**src/rtl/mips_multicycle_ctrl.sv**
```systemverilog
// Multicycle MIPS control unit: Moore FSM sequencing fetch/decode/execute/memory/writeback
// over a shared memory, with registered datapath controls.
module mips_multicycle_ctrl #(
   parameter logic MEMREADY_EN = 1'b1,
   parameter logic EXT_EN      = 1'b1,
   parameter int   STATE_W     = 4
) (
   input  logic               clk,
   input  logic               reset,
   input  logic [31:0]        instr,
   input  logic               zero,
   input  logic               memready,
   output logic               pcen,
   output logic               iord,
   output logic               memread,
   output logic               memwrite,
   output logic               irwrite,
   output logic               regwrite,
   output logic               memtoreg,
   output logic [4:0]         destreg,
   output logic               alusrca,
   output logic [1:0]         alusrcb,
   output logic [2:0]         alucontrol,
   output logic [1:0]         pcsrc,
   output logic               lui,
   output logic               ori,
   output logic               illegal,
   output logic [STATE_W-1:0] state
);

   typedef enum logic [3:0] {
      S_IDLE, S_FETCH, S_DECODE, S_MEMADR, S_MEMRD, S_MEMWB, S_MEMWR,
      S_EXEC, S_ALUWB, S_IMMEX, S_IMMWB, S_BRANCH, S_JUMP, S_TRAP
   } state_t;

   typedef struct packed {
      logic       iord;
      logic       memread;
      logic       memwrite;
      logic       regwrite;
      logic       memtoreg;
      logic [4:0] destreg;
      logic       alusrca;
      logic [1:0] alusrcb;
      logic [2:0] alucontrol;
      logic [1:0] pcsrc;
      logic       lui;
      logic       ori;
      logic       illegal;
      logic       fetch;
      logic       jump;
      logic       branch;
      logic       isbne;
   } ctrl_t;

   state_t state_q;
   ctrl_t  ctl_q;
   logic   mready;
   logic   unused_bits;

   assign mready      = MEMREADY_EN ? memready : 1'b1;
   assign unused_bits = ^{instr[25:21], instr[10:6]};

   function automatic logic [2:0] funct_alu(input logic [5:0] f);
      case (f)
         6'b100011: return 3'b110;
         6'b100100: return 3'b000;
         6'b100101: return 3'b001;
         6'b101011: return 3'b111;
         default:   return 3'b010;
      endcase
   endfunction

   function automatic state_t decode_next(input logic [31:0] ir);
      case (ir[31:26])
         6'b100011, 6'b101011: return S_MEMADR;
         6'b000000: begin
            case (ir[5:0])
               6'b100001, 6'b100011, 6'b100100, 6'b100101, 6'b101011: return S_EXEC;
               default: return S_TRAP;
            endcase
         end
         6'b001001:            return S_IMMEX;
         6'b001111, 6'b001101: return EXT_EN ? S_IMMEX : S_TRAP;
         6'b000100:            return S_BRANCH;
         6'b000101:            return EXT_EN ? S_BRANCH : S_TRAP;
         6'b000010:            return S_JUMP;
         default:              return S_TRAP;
      endcase
   endfunction

   function automatic state_t next_state(input state_t s, input logic [31:0] ir, input logic rdy);
      case (s)
         S_IDLE:   return S_FETCH;
         S_FETCH:  return rdy ? S_DECODE : S_FETCH;
         S_DECODE: return decode_next(ir);
         S_MEMADR: return (ir[31:26] == 6'b101011) ? S_MEMWR : S_MEMRD;
         S_MEMRD:  return rdy ? S_MEMWB : S_MEMRD;
         S_MEMWR:  return rdy ? S_FETCH : S_MEMWR;
         S_EXEC:   return S_ALUWB;
         S_IMMEX:  return S_IMMWB;
         default:  return S_FETCH;
      endcase
   endfunction

   // Control word presented while sitting in state s; IMMEX/IMMWB and EXEC/ALUWB share ALU setup.
   function automatic ctrl_t ctrl_for(input state_t s, input logic [31:0] ir);
      ctrl_t c;
      c = '0;
      case (s)
         S_FETCH:  begin c.memread = 1'b1; c.alusrcb = 2'b01; c.alucontrol = 3'b010; c.fetch = 1'b1; end
         S_DECODE: begin c.alusrcb = 2'b11; c.alucontrol = 3'b010; end
         S_MEMADR: begin c.alusrca = 1'b1; c.alusrcb = 2'b10; c.alucontrol = 3'b010; end
         S_MEMRD:  begin c.iord = 1'b1; c.memread = 1'b1; end
         S_MEMWB:  begin c.regwrite = 1'b1; c.memtoreg = 1'b1; c.destreg = ir[20:16]; end
         S_MEMWR:  begin c.iord = 1'b1; c.memwrite = 1'b1; end
         S_EXEC:   begin c.alusrca = 1'b1; c.alucontrol = funct_alu(ir[5:0]); end
         S_ALUWB:  begin c.regwrite = 1'b1; c.destreg = ir[15:11]; c.alucontrol = funct_alu(ir[5:0]); end
         S_IMMEX, S_IMMWB: begin
            if (ir[31:26] == 6'b001101) begin
               c.ori = 1'b1; c.alucontrol = 3'b001;
            end else if (ir[31:26] == 6'b001111) begin
               c.lui = 1'b1;
            end else begin
               c.alucontrol = 3'b010;
            end
            if (s == S_IMMEX) begin
               c.alusrca = 1'b1; c.alusrcb = 2'b10;
            end else begin
               c.regwrite = 1'b1; c.destreg = ir[20:16];
            end
         end
         S_BRANCH: begin
            c.alusrca = 1'b1; c.alucontrol = 3'b110; c.pcsrc = 2'b01;
            c.branch = 1'b1; c.isbne = ir[26];
         end
         S_JUMP:   begin c.pcsrc = 2'b10; c.jump = 1'b1; end
         S_TRAP:   c.illegal = 1'b1;
         default:  c = '0;
      endcase
      return c;
   endfunction

   // NOTE: the control word is computed for the state being entered, so it registers
   // together with the state and every output is a flop except the memready/zero gating.
   always_ff @(posedge clk) begin
      if (!reset) begin
         state_q <= S_IDLE;
         ctl_q   <= '0;
      end else begin
         state_q <= next_state(state_q, instr, mready);
         ctl_q   <= ctrl_for(next_state(state_q, instr, mready), instr);
      end
   end

   assign iord       = ctl_q.iord;
   assign memread    = ctl_q.memread;
   assign memwrite   = ctl_q.memwrite;
   assign regwrite   = ctl_q.regwrite;
   assign memtoreg   = ctl_q.memtoreg;
   assign destreg    = ctl_q.destreg;
   assign alusrca    = ctl_q.alusrca;
   assign alusrcb    = ctl_q.alusrcb;
   assign alucontrol = ctl_q.alucontrol;
   assign pcsrc      = ctl_q.pcsrc;
   assign lui        = ctl_q.lui;
   assign ori        = ctl_q.ori;
   assign illegal    = ctl_q.illegal;
   assign irwrite    = ctl_q.fetch & mready;
   assign pcen       = (ctl_q.fetch & mready) | ctl_q.jump | (ctl_q.branch & (zero ^ ctl_q.isbne));
   assign state      = STATE_W'(state_q);

endmodule

```
**config.mk**
```make
export PLATFORM = sky130hd
export DESIGN_NAME = mips_multicycle_ctrl
export DESIGN_NICKNAME = d
export VERILOG_FILES = /design/src/rtl/mips_multicycle_ctrl.sv
export SDC_FILE = /design/constraint.sdc
export NUM_CORES = 1
export LEC_CHECK = 0
export ABC_AREA = 0
export CAP_MARGIN = 20
export CORE_ASPECT_RATIO = 1.75
export CORE_MARGIN = 4
export CORE_UTILIZATION = 35
export DETAILED_ROUTE_END_ITERATION = 10
export DONT_BUFFER_PORTS = 1
export SLEW_MARGIN = 20
export SYNTH_ARGS = -nofsm -noshare
export SYNTH_HDL_FRONTEND = slang
export SYNTH_SLANG_ARGS = --single-unit
```
**constraint.sdc**
```tcl
create_clock -name clk -period 2 [get_ports clk]
set_input_delay 0.4 -clock clk [delete_from_list [all_inputs] [get_ports clk]]
set_output_delay 0.4 -clock clk [all_outputs]
set_load 0.03 [all_outputs]
```
-- Yosys cells after proc, flatten, opt, wreduce, memory -nomap -nowiden
Cells that the tools add are included.
- register bits after elaboration: 29
- output and inout port bits: 27
- eq/ne operators: 33
- muxes and demuxes: 30
- bitwise operators: 7
- reduce and logical (&&, ||, !) cells: 15
- operator list (kind ; number):
    6-bit == test, second input constant ; 7
    4-bit by 3-bit == test with 1-bit output, second input constant ; 7
    4-bit == test, second input constant ; 7
    4-bit case mux with 7 select lines ; 1
    3-bit case mux with 4 select lines ; 2
    4-bit case mux with 5 select lines ; 1
    6-bit by 4-bit == test with 1-bit output, second input constant ; 3
    4-bit by 2-bit == test with 1-bit output, second input constant ; 4
    5-bit case mux with 3 select lines ; 1
    2-bit OR reduction ; 7
    6-bit by 3-bit == test with 1-bit output, second input constant ; 2
    3-bit OR reduction ; 4
    1-bit 2-to-1 mux ; 11
    2-bit 2-to-1 mux ; 5
    4-bit by 1-bit == test with 1-bit output, second input constant ; 2
    4-bit 2-to-1 mux ; 2
    2-bit case mux with 4 select lines ; 1
    6-bit by 2-bit == test with 1-bit output, second input constant ; 1
    6-bit zero test ; 1
    3-bit 2-to-1 mux ; 2
    5-bit 2-to-1 mux ; 1
    5-bit OR reduction ; 1
    1-bit case mux with 2 select lines ; 2
    2-bit case mux with 2 select lines ; 1
    other kinds (5) ; 9

-- Logic depth before layout (Yosys ltp)
Gate-level depths: netlist (run 1).
- depth in word-level cells: 10
- gate-level depth with buffers: 8

-- Worst setup path after synthesis (run 1)
No wires, ideal clock.
- path kind: register to register
- from: register state_q[1], in the netlist state[1]
- to: register ctl_q, in the netlist alucontrol[2]
- arrival: 2.008 ns
- data required time: 1.912 ns
- setup slack: -0.096 ns
- cell stages (with the launch flop): 8
- path buffers: 1
- path through: dfxtp_1 buf_6 nor2b_4 nand3b_1 o32ai_2 a31oi_1 or4b_4 o32ai_2
- cells in the longest elaborated chain, start to end: 6
- elaborated cells between the ends (all ways): 21
- RTL lines (item ; line ; source):
    start: declaration ; 56 ; state_t state_q;
    start signal: assignment ; 151 ; state_q <= next_state(state_q, instr, mready);
    4-bit == test, or another cell as far along ; 93 ; case (s)
    4-bit case mux with 7 select lines (*) ; 93 ;
    4-bit 2-to-1 mux (*) ; 147 ; if (!reset) begin
    4-bit by 1-bit == test with 1-bit output, or another cell as far along ; 110 ; case (s)
    3-bit OR reduction (no line), or another cell as far along ; n/a ;
    3-bit case mux with 4 select lines (*) ; 110 ;
    end signal: assignment ; 152 ; ctl_q <= ctrl_for(next_state(state_q, instr, mready), instr);
    end: declaration ; 57 ; ctrl_t ctl_q;
Mark *: on every way between the ends. The rest lies on a longest branch, timed or not. The select of a mux whose other input is x is not followed.
A chain may end at the register's enable or synchronous reset.

-- Worst setup path after layout (run 1)
- from: register state_q[2], in the netlist state[2]
- to: register ctl_q, in the netlist alucontrol[2]
Same word-level chain as after synthesis.

==> results.json, run 1 <==
{
  "path_delay_family": "simple AND/OR/NAND/NOR gates",
  "list_of_cells_traversed_by_the_critical_path": "buf_4 -> nand3b_1 -> o32ai_2 -> a31oi_1 -> or4b_4 -> o32ai_2",
  "setup_viol_count_final": 0,
  "syn-instance-count": 156,
  "route.final.wire_length_um": 3440,
  "library_cells_used_by_synthesis": 55,
  "total_leakage_power_nw": 0.595,
  "cts_htree_levels": 1,
  "ant_nets": 0,
  "dr.pass1.iters": 4,
  "maxCapViolCount": 0,
  "initial_cell_density_of_the_core": 0.364,
  "placement_rows": 31,
  "ys_warn_count": 0,
  "vdd.ir_drop.worst_uv": 365,
  "cts_hold_buf": 0,
  "core_region_area_um2": 4190,
  "outcome": "finished, final reports clean",
  "path_common_cell": "sky130_fd_sc_hd__o32ai_2",
  "grt_setup_unrepaired": "true",
  "post-dp-hpwl_um": 2730,
  "clock_path_buffers": 2,
  "io_pins": 63,
  "route.detailed.drc": 0,
  "gr-usage-all-layers": 0.124,
  "maxSlewHeadroom": 0.746,
  "setup.worst_path.end_class": "flip-flop",
  "pwr_cell_area_nw_per_um2": 803,
  "cts.sinks": 28,
  "worst_setup_path_start_kind": "flip-flop",
  "initial_antenna_violation_count": 0,
  "yosys.area.top_type": "sky130_fd_sc_hd__dfxtp_1",
  "avgRoutedWirePerCell_um": 16.9,
  "grt_start_max_net_pins": 17,
  "ys_seq_area_frac": 0.368,
  "critical_path_fanout_max": 9,
  "areaGrowthSynthToFinish_pct": 7.07,
  "detail_route.vias_per_cell": 5.58,
  "insertion_delay_of_the_later_clocked_pin_in_the_worst_skew_pair_ps": 270,
  "port_buffers": 0,
  "cts_made_buffers": 3,
  "syn-num-nets": 192,
  "critical_path_buffer_and_inverter_count": 1,
  "utilization": 0.389,
  "synth.ff_latch_count": 28,
  "inserted_diodes": 0,
  "gr-total-overflow": 0,
  "synthFlopType": "sky130_fd_sc_hd__dfxtp_1",
  "drt-initial-drc-count": 26,
  "clock_tree.root_cell": "sky130_fd_sc_hd__clkbuf_8",
  "finalWorstPathRequiredPeriod_ps": 1920,
  "worstMarginPinSlew_ps": 380,
  "cts_tree": "built",
  "worst_ep_arrival_time_ps": 2120,
  "yosysTopAreaCellShare": 0.368,
  "highest_attainable_clock_frequency_mhz": 520,
  "slew_viol_final": 0,
  "clock-skew-final_ps": 1.29,
  "rd_place_congestion": 0.775,
  "die-width_um": 57.9,
  "critPathSlowestCell": "sky130_fd_sc_hd__or4b_4",
  "hold_ws_ps": 195,
  "floorplan.die.height_um": 95.3,
  "vias": 1133,
  "period_share": 0.961,
  "mostFrequentLayoutCell": "sky130_fd_sc_hd__dfxtp_1",
  "first_pass_grt_wire_length_um": 5340,
  "avgSynthCellArea_um2": 9.76,
  "max_stage_delay_ps": 520,
  "drive_above_1_share": 0.266,
  "synth_area_um2": 1520,
  "die_area_um2": 5510,
  "total_placed_instance_area_um2": 1530,
  "via_count_of_the_first_global_routing_pass": 1111,
  "synth_top_cells_by_area": "sky130_fd_sc_hd__dfxtp_1 37%, sky130_fd_sc_hd__buf_4 5.9%, sky130_fd_sc_hd__nor2_1 3.0%",
  "dp_slack_ps": -7.82,
  "holdCritPathClass": "in -> reg",
  "clk_pin_slew_ps": 90,
  "layout_cells_excl_fill": 203,
  "hold_viol": 0,
  "highest_count_cells_in_the_layout_ignoring_fill_and_taps": "25 x sky130_fd_sc_hd__dfxtp_1, 14 x sky130_fd_sc_hd__buf_4, 12 x sky130_fd_sc_hd__nor2_1, 9 x sky130_fd_sc_hd__nand2_1, 6 x sky130_fd_sc_hd__nor3_1",
  "placed_cells_incl_taps": 197,
  "setup_slack_ps": 78.6,
  "design_area_um2": 1630,
  "fin_nets": 191,
  "crit_type": "reg -> reg",
  "synth_enable_flop_cells": 0,
  "async_s_r_ff_share_synth": 0,
  "worst_ep_required_time_ps": 2200
}
-- per-stage QoR --
stage / TNS (ps) / power [mW]
after global routing: -51.3 / 1.37
after floorplan: -18.1 / 0.838
after CTS: 0 / 1.32
final: 0 / 1.31
after global placement: 0 / 0.871
after detailed placement: -7.82 / 0.874
-- flip-flops by register name, indices dropped and copies added (netlist names), 2 cells and up --
register    count
alusrcb         2
alucontrol      3
state           4
destreg         5
ctl_q           4
-- layout make-up --
class | count | area, µm²
clock inverter | 1 | 30.0
sequential | 28 | 567
multi-input combinational | 104 | 811
fill | 429 | 2560
tap | 49 | 61.3
clock buffer | 3 | 41.3
timing repair buffer | 14 | 105
inverter | 4 | 15.0
-- synthesized netlist by cell type, types with 3 or more instances --
| library cell | n |
|---|---|
| sky130_fd_sc_hd__buf_4 | 12 |
| sky130_fd_sc_hd__a22oi_1 | 5 |
| sky130_fd_sc_hd__a21oi_1 | 5 |
| sky130_fd_sc_hd__nor2_1 | 12 |
| sky130_fd_sc_hd__nand3b_1 | 5 |
| sky130_fd_sc_hd__buf_2 | 3 |
| sky130_fd_sc_hd__nor3_1 | 6 |
| sky130_fd_sc_hd__nor4b_1 | 3 |
| sky130_fd_sc_hd__inv_1 | 3 |
| sky130_fd_sc_hd__nand2b_1 | 3 |
| sky130_fd_sc_hd__nand2_1 | 9 |
| sky130_fd_sc_hd__nor3b_1 | 5 |
| sky130_fd_sc_hd__and2_1 | 5 |
| sky130_fd_sc_hd__buf_6 | 3 |
| sky130_fd_sc_hd__dfxtp_1 | 28 |
-- worst reg2reg max path, stage by stage (launching register included) --
cell and delay, ps:
sky130_fd_sc_hd__dfxtp_2 360, sky130_fd_sc_hd__buf_4 170, sky130_fd_sc_hd__nand3b_1 190, sky130_fd_sc_hd__o32ai_2 270, sky130_fd_sc_hd__a31oi_1 140, sky130_fd_sc_hd__or4b_4 520
sky130_fd_sc_hd__o32ai_2 190
-- cells by family after synthesis --
logic type	count (synthesis)	share of synthesized area
AND/OR/NAND/NOR	68	0.301
AO/OA/AOI/OAI	31	0.192
flip-flops	28	0.368
buffers and inverters	24	0.106
multiplexers	3	0.0214
XOR/XNOR	2	0.0115
-- report_power, final --
group	switching (mW)	internal, mW	total (mW)
combinational	0.131	0.104	0.235
clock	0.175	0.268	0.443
sequential	0.0489	0.584	0.632
total	0.354	0.955	1.31
-- path summary, 6_finish.rpt --
kind	from	endpoint	slack, ps	cells after the start
max reg2reg	state[2]	alucontrol[2]	80	6
min reg2reg	state[2]	memtoreg	740	2
max	state[2]	alucontrol[2]	80	6
min	instr[27]	ori	190	1
-- layer usage --
metal	track usage	routed length, µm	vias to the layer above
met5	0	0	-
met4	0.0561	80	0
met3	0.0298	311	8
met2	0.217	1710	54
met1	0.139	1340	522
li1	-	-	549
-- repair_timing --
item	in CTS	in global routing
resized for setup	0	4
setup buffers	0	2
setup endpoints to repair	0	11
No activity file was read; power rests on OpenSTA's default activity.
==> inputs of run 2 (changes only) <==
--- a/config.mk
+++ b/config.mk
@@ -10,6 +10,7 @@
 export CORE_ASPECT_RATIO = 1.75
 export CORE_MARGIN = 4
 export CORE_UTILIZATION = 35
+export CTS_CLUSTER_DIAMETER = 150
 export DETAILED_ROUTE_END_ITERATION = 10
 export DONT_BUFFER_PORTS = 1
 export SLEW_MARGIN = 20
==> constraint.sdc (replaced) <==
create_clock -name clk -period 1.75 [get_ports clk]
set_input_delay 0.35 -clock clk [delete_from_list [all_inputs] [get_ports clk]]
set_output_delay 0.35 -clock clk [all_outputs]
set_load 0.03 [all_outputs]
==> results.json, run 2 (synthesis gave the netlist of run 1 again) <==
{
  "cellInternalPower_mw": 1.04,
  "inserted_diodes": 0,
  "highest_count_cells_in_the_layout_ignoring_fill_and_taps": "29 x sky130_fd_sc_hd__buf_4, 24 x sky130_fd_sc_hd__dfxtp_1, 11 x sky130_fd_sc_hd__nor2_1, 8 x sky130_fd_sc_hd__nand2_1",
  "die-width_um": 57.9,
  "worst_ep_required_time_ps": 1940,
  "floorplan.die.height_um": 95.3,
  "report.power.total_mw": 1.47,
  "vias": 1242,
  "worst_ep_arrival_time_ps": 2040,
  "vdd.ir_drop.worst_uv": 489,
  "rd_place_congestion": 0.812,
  "hold_ws_ps": 139,
  "post-dp-hpwl_um": 2920,
  "avgRoutedWirePerCell_um": 17.3,
  "mostFrequentLayoutCell": "sky130_fd_sc_hd__buf_4",
  "worstMarginPinSlew_ps": 398,
  "sequential_power_share": 0.493,
  "die_area_um2": 5510,
  "holdPathStages": 1,
  "areaGrowthSynthToFinish_pct": 22.3,
  "insertion_delay_of_the_later_clocked_pin_in_the_worst_skew_pair_ps": 270,
  "clock-skew-final_ps": 2.38,
  "route.detailed.drc": 0,
  "critical_path_fanout_max": 6,
  "maxCapViolCount": 0,
  "highest_attainable_clock_frequency_mhz": 541,
  "crit_type": "reg -> reg",
  "dr.pass1.iters": 4,
  "dp_slack_ps": -198,
  "r2r_start": "state[1]",
  "gr-usage-all-layers": 0.141,
  "power.switching_mw": 0.428,
  "period_share": 1.06,
  "cts_made_buffers": 3,
  "clock_tree.root_cell": "sky130_fd_sc_hd__clkbuf_8",
  "switching_share": 0.291,
  "gr-total-overflow": 0,
  "finalWorstPathRequiredPeriod_ps": 1850,
  "detail_route.vias_per_cell": 5.62,
  "cts.sinks": 28,
  "violated_checks": "setup timing",
  "first_pass_grt_wire_length_um": 5980,
  "fillCellCount": 398,
  "r2r_cells": 6,
  "grt_setup_unrepaired": "true",
  "clk_pin_slew_ps": 90,
  "cts_tree": "built",
  "launch_point_of_the_worst_hold_path": "instr[27]",
  "placement_rows": 31,
  "hold_end": "ori",
  "largest_register_ff_count": 5,
  "power.share.combinational": 0.242,
  "slew_viol_final": 0,
  "total_leakage_power_nw": 0.717,
  "via_count_of_the_first_global_routing_pass": 1311,
  "outcome": "finished, violations left",
  "r2r_setup_slack_ps": -100,
  "clock_path_buffers": 2,
  "power_frac_clock": 0.265,
  "pwr_cell_area_nw_per_um2": 791,
  "setup_slack_ps": -99.3,
  "drive_above_1_share": 0.419,
  "initial_cell_density_of_the_core": 0.364,
  "port_buffers": 0,
  "critical_path.reg2reg.endpoint": "alucontrol[2]",
  "cts_htree_levels": 1,
  "initial_antenna_violation_count": 0,
  "io_pins": 63,
  "hold_viol": 0,
  "setup_viol_count_final": 2,
  "grt_start_max_net_pins": 16,
  "holdCritPathClass": "in -> reg",
  "ant_nets": 0,
  "fin_nets": 209,
  "core_region_area_um2": 4190,
  "worst_setup_path_start_kind": "flip-flop",
  "maxSlewHeadroom": 0.734,
  "setup.worst_path.end_class": "flip-flop",
  "drt-initial-drc-count": 21,
  "route.final.wire_length_um": 3830
}
[run 2: worst max-delay path: stages (launching register included)]
cell	delay [ps]
sky130_fd_sc_hd__dfxtp_4	380
sky130_fd_sc_hd__nor2b_4	170
sky130_fd_sc_hd__nand3b_1	120
sky130_fd_sc_hd__o32ai_2	260
sky130_fd_sc_hd__a31oi_1	130
sky130_fd_sc_hd__or4b_4	510
sky130_fd_sc_hd__o32ai_2	200
[run 2: cell type report]
class                      instances  area (µm²)  share of cell area
tap                               49        61.3              0.0329
inverter                           4        15.0             0.00806
sequential                        28         573               0.308
clock buffer                       4        55.1              0.0296
multi-input combinational        104         897               0.482
timing repair buffer              32         260               0.140
[run 2: power by group through the flow]
stage | clock network, mW | logic, mW | registers, mW
2_1_floorplan | 0 | 0.240 | 0.726
3_3_place_gp | 0 | 0.287 | 0.740
3_5_place_dp | 0 | 0.290 | 0.741
4_1_cts | 0.404 | 0.316 | 0.727
5_1_grt | 0.428 | 0.388 | 0.729
6_report | 0.390 | 0.357 | 0.726
[run 2: through the flow]
step / cell area, µm² / setup TNS (ps) / cells / util
global route: 1860 / -958 / 221 / 0.444
CTS: 1750 / -120 / 218 / 0.418
detailed placement: 1660 / -1530 / 212 / 0.395
floorplan: 1550 / -972 / 156 / -
global placement: 1660 / -1310 / 212 / 0.395
finish: 1860 / -119 / 221 / 0.444
[run 2: layer usage]
layer,global-route usage,routed length (µm)
met1,0.137,1290
met2,0.259,2120
met3,0.0501,327
met4,0.0619,82
met5,0,0
[run 2: timing repair]
item                                    CTS  global route
hold buffers                              0             0
endpoints found under the hold margin     0             0
pin swaps                                 1             5
endpoints found under the setup margin   11            18
gates cloned                              0             0
gates resized for setup                   2            19
buffers inserted                          2             3
[run 2: worst max path at each step]
stage               startpoint             to  slack, ps  cells past startpoint
finish                state[1]  alucontrol[2]       -100                      6
floorplan             state[1]  alucontrol[2]       -190                      7
detailed placement   instr[26]  alucontrol[2]       -200                      6
global placement     instr[26]  alucontrol[2]       -170                      6
global route          state[1]  alucontrol[2]       -180                      6
CTS                   state[1]  alucontrol[2]        -90                      6
==> inputs of run 3 (changes only) <==
--- a/config.mk
+++ b/config.mk
@@ -7,7 +7,6 @@
 export LEC_CHECK = 0
 export ABC_AREA = 0
 export CAP_MARGIN = 20
-export CORE_ASPECT_RATIO = 1.75
 export CORE_MARGIN = 4
 export CORE_UTILIZATION = 35
 export CTS_CLUSTER_DIAMETER = 150
==> constraint.sdc (replaced) <==
create_clock -name clk -period 1.75 [get_ports clk]
set_input_delay 0 -clock clk [delete_from_list [all_inputs] [get_ports clk]]
set_output_delay 0 -clock clk [all_outputs]
set_load 0.03 [all_outputs]
==> results.json, run 3 (synthesis gave the netlist of run 1 again) <==
{
  "outcome": "finished, violations left",
  "violated_checks": "setup timing",
  "vias": 1296,
  "worst_ep_arrival_time_ps": 2060,
  "finalWorstPathRequiredPeriod_ps": 1870,
  "gr-usage-all-layers": 0.152,
  "setup.worst_path.end_class": "flip-flop",
  "crit_type": "reg -> reg",
  "inserted_diodes": 0,
  "initial_cell_density_of_the_core": 0.370,
  "pwr_cell_area_nw_per_um2": 754,
  "cellInternalPower_mw": 1.06,
  "post-dp-hpwl_um": 2860,
  "mostFrequentLayoutCell": "sky130_fd_sc_hd__buf_4",
  "cp.depth": 6,
  "fillCellCount": 375,
  "list_of_cells_traversed_by_the_critical_path": "nor2b_4 -> nand3b_1 -> o32ai_2 -> a31oi_1 -> or4b_4 -> o32ai_2",
  "floorplan.die.height_um": 74.0,
  "setup_viol_count_final": 2,
  "vdd.ir_drop.worst_uv": 359,
  "largest_register_ff_count": 5,
  "clock_tree.root_cell": "sky130_fd_sc_hd__clkbuf_8",
  "grt_setup_unrepaired": "true",
  "clk_pin_slew_ps": 90,
  "cts_made_buffers": 3,
  "worst_ep_required_time_ps": 1940,
  "clock-skew-final_ps": 3.51,
  "hold_ws_ps": 4.96,
  "period_share": 1.07,
  "gr-total-overflow": 0,
  "clock_path_buffers": 2,
  "highest_attainable_clock_frequency_mhz": 535,
  "cts_htree_levels": 1,
  "hold_viol": 0,
  "setup_slack_ps": -120,
  "power.switching_mw": 0.437,
  "utilization": 0.482,
  "route.detailed.drc": 0,
  "max_stage_delay_ps": 510,
  "power_frac_clock": 0.263,
  "r2r_setup_slack_ps": -120,
  "sequential_power_share": 0.483,
  "power.share.combinational": 0.254,
  "rd_place_congestion": 0.829,
  "die-width_um": 74.0,
  "fin_nets": 223,
  "maxSlewHeadroom": 0.711,
  "core_region_area_um2": 4120,
  "placement_rows": 23,
  "maxCapViolCount": 0,
  "switching_share": 0.292,
  "cts_tree": "built",
  "critPathSlowestCell": "sky130_fd_sc_hd__or4b_4",
  "port_buffers": 0,
  "detail_route.vias_per_cell": 5.49,
  "path_common_cell": "sky130_fd_sc_hd__o32ai_2",
  "drive_above_1_share": 0.355,
  "critical_path_buffer_and_inverter_count": 0,
  "initial_antenna_violation_count": 0,
  "path_delay_family": "simple AND/OR/NAND/NOR gates",
  "areaGrowthSynthToFinish_pct": 30.3,
  "r2r_start": "state[1]",
  "worstMarginPinSlew_ps": 433,
  "insertion_delay_of_the_later_clocked_pin_in_the_worst_skew_pair_ps": 270,
  "ant_nets": 0,
  "crit_path_start": "state[1]",
  "drt-initial-drc-count": 61,
  "die_area_um2": 5470,
  "io_pins": 63,
  "cts.sinks": 28,
  "route.final.wire_length_um": 4150,
  "via_count_of_the_first_global_routing_pass": 1364,
  "grt_start_max_net_pins": 16,
  "highest_count_cells_in_the_layout_ignoring_fill_and_taps": "26 x sky130_fd_sc_hd__buf_4, 24 x sky130_fd_sc_hd__dfxtp_1, 18 x sky130_fd_sc_hd__dlygate4sd3_1, 10 x sky130_fd_sc_hd__nor2_1, 8 x sky130_fd_sc_hd__nand2_1",
  "endpoint": "alucontrol[2]",
  "total_leakage_power_nw": 0.753,
  "slew_viol_final": 0,
  "holdCritPathClass": "in -> reg",
  "avgRoutedWirePerCell_um": 17.6,
  "first_pass_grt_wire_length_um": 6490,
  "dr.pass1.iters": 4,
  "worst_setup_path_start_kind": "flip-flop",
  "report.power.total_mw": 1.50,
  "critical_path_fanout_max": 6,
  "critical_path.reg2reg.endpoint": "alucontrol[2]",
  "r2r_cells": 6
}
## run 3: cell count changes in the layout (fill, tap and decap cells not counted), sizes merged
cell / previous run / this run
dlygate4sd3: 0 / 18
buf: 32 / 28
## run 3: timing repair
action	CTS	global route
setup buffers	3	5
resized for setup	3	15
setup endpoints to repair	11	17
pin swaps	0	8
endpoints found under the hold margin	26	0
hold buffers	18	0
## run 3: power by group through the flow
stage / registers (mW) / clock network [mW] / logic (mW)
global placement: 0.738 / 0 / 0.283
detailed placement: 0.738 / 0 / 0.286
global route: 0.726 / 0.440 / 0.411
CTS: 0.722 / 0.400 / 0.336
floorplan: 0.725 / 0 / 0.238
finish: 0.723 / 0.393 / 0.381
## run 3: layer usage
| metal | up-vias | track usage | routed length [µm] |
|---|---|---|---|
| li1 | 610 | - | - |
| met1 | 637 | 0.169 | 1690 |
| met2 | 45 | 0.283 | 2110 |
| met3 | 4 | 0.0554 | 321 |
| met4 | 0 | 0.0161 | 25 |
| met5 | - | 0 | 0 |
## run 3: layout make-up
class / count / area [µm²] / area share
multi-input cells: 104 / 878 / 0.443
flip-flops and latches: 28 / 576 / 0.290
clock buffers: 4 / 55.1 / 0.0277
well taps: 50 / 62.6 / 0.0315
inverters: 4 / 15.0 / 0.00757
repair buffers: 46 / 398 / 0.201
## run 3: per-stage QoR
| stage | instances | instance area [µm²] | setup WS, ps | setup TNS [ps] |
|---|---|---|---|---|
| final | 236 | 1980 | -120 | -172 |
| after detailed placement | 209 | 1630 | -115 | -235 |
| after global placement | 209 | 1630 | -71.0 | -110 |
| after floorplan | 156 | 1550 | -193 | -683 |
| after CTS | 234 | 1900 | -118 | -166 |
| after global routing | 236 | 1980 | -210 | -1050 |
## run 3: how the worst min path moves through the flow
stage,from,endpoint,cells after the start
after floorplan,instr[2],alucontrol[2],1
after global placement,instr[27],ori,1
after CTS,instr[0],alucontrol[2],3
after detailed placement,instr[27],ori,1
after global routing,instr[5],alucontrol[2],2
final,instr[0],alucontrol[2],3
## run 3: tightest hold or removal path: cells and delay by family
family             cells  cell delay, ps
and+or+nand+nor        2             170
AOI/OAI and AO/OA      1              70
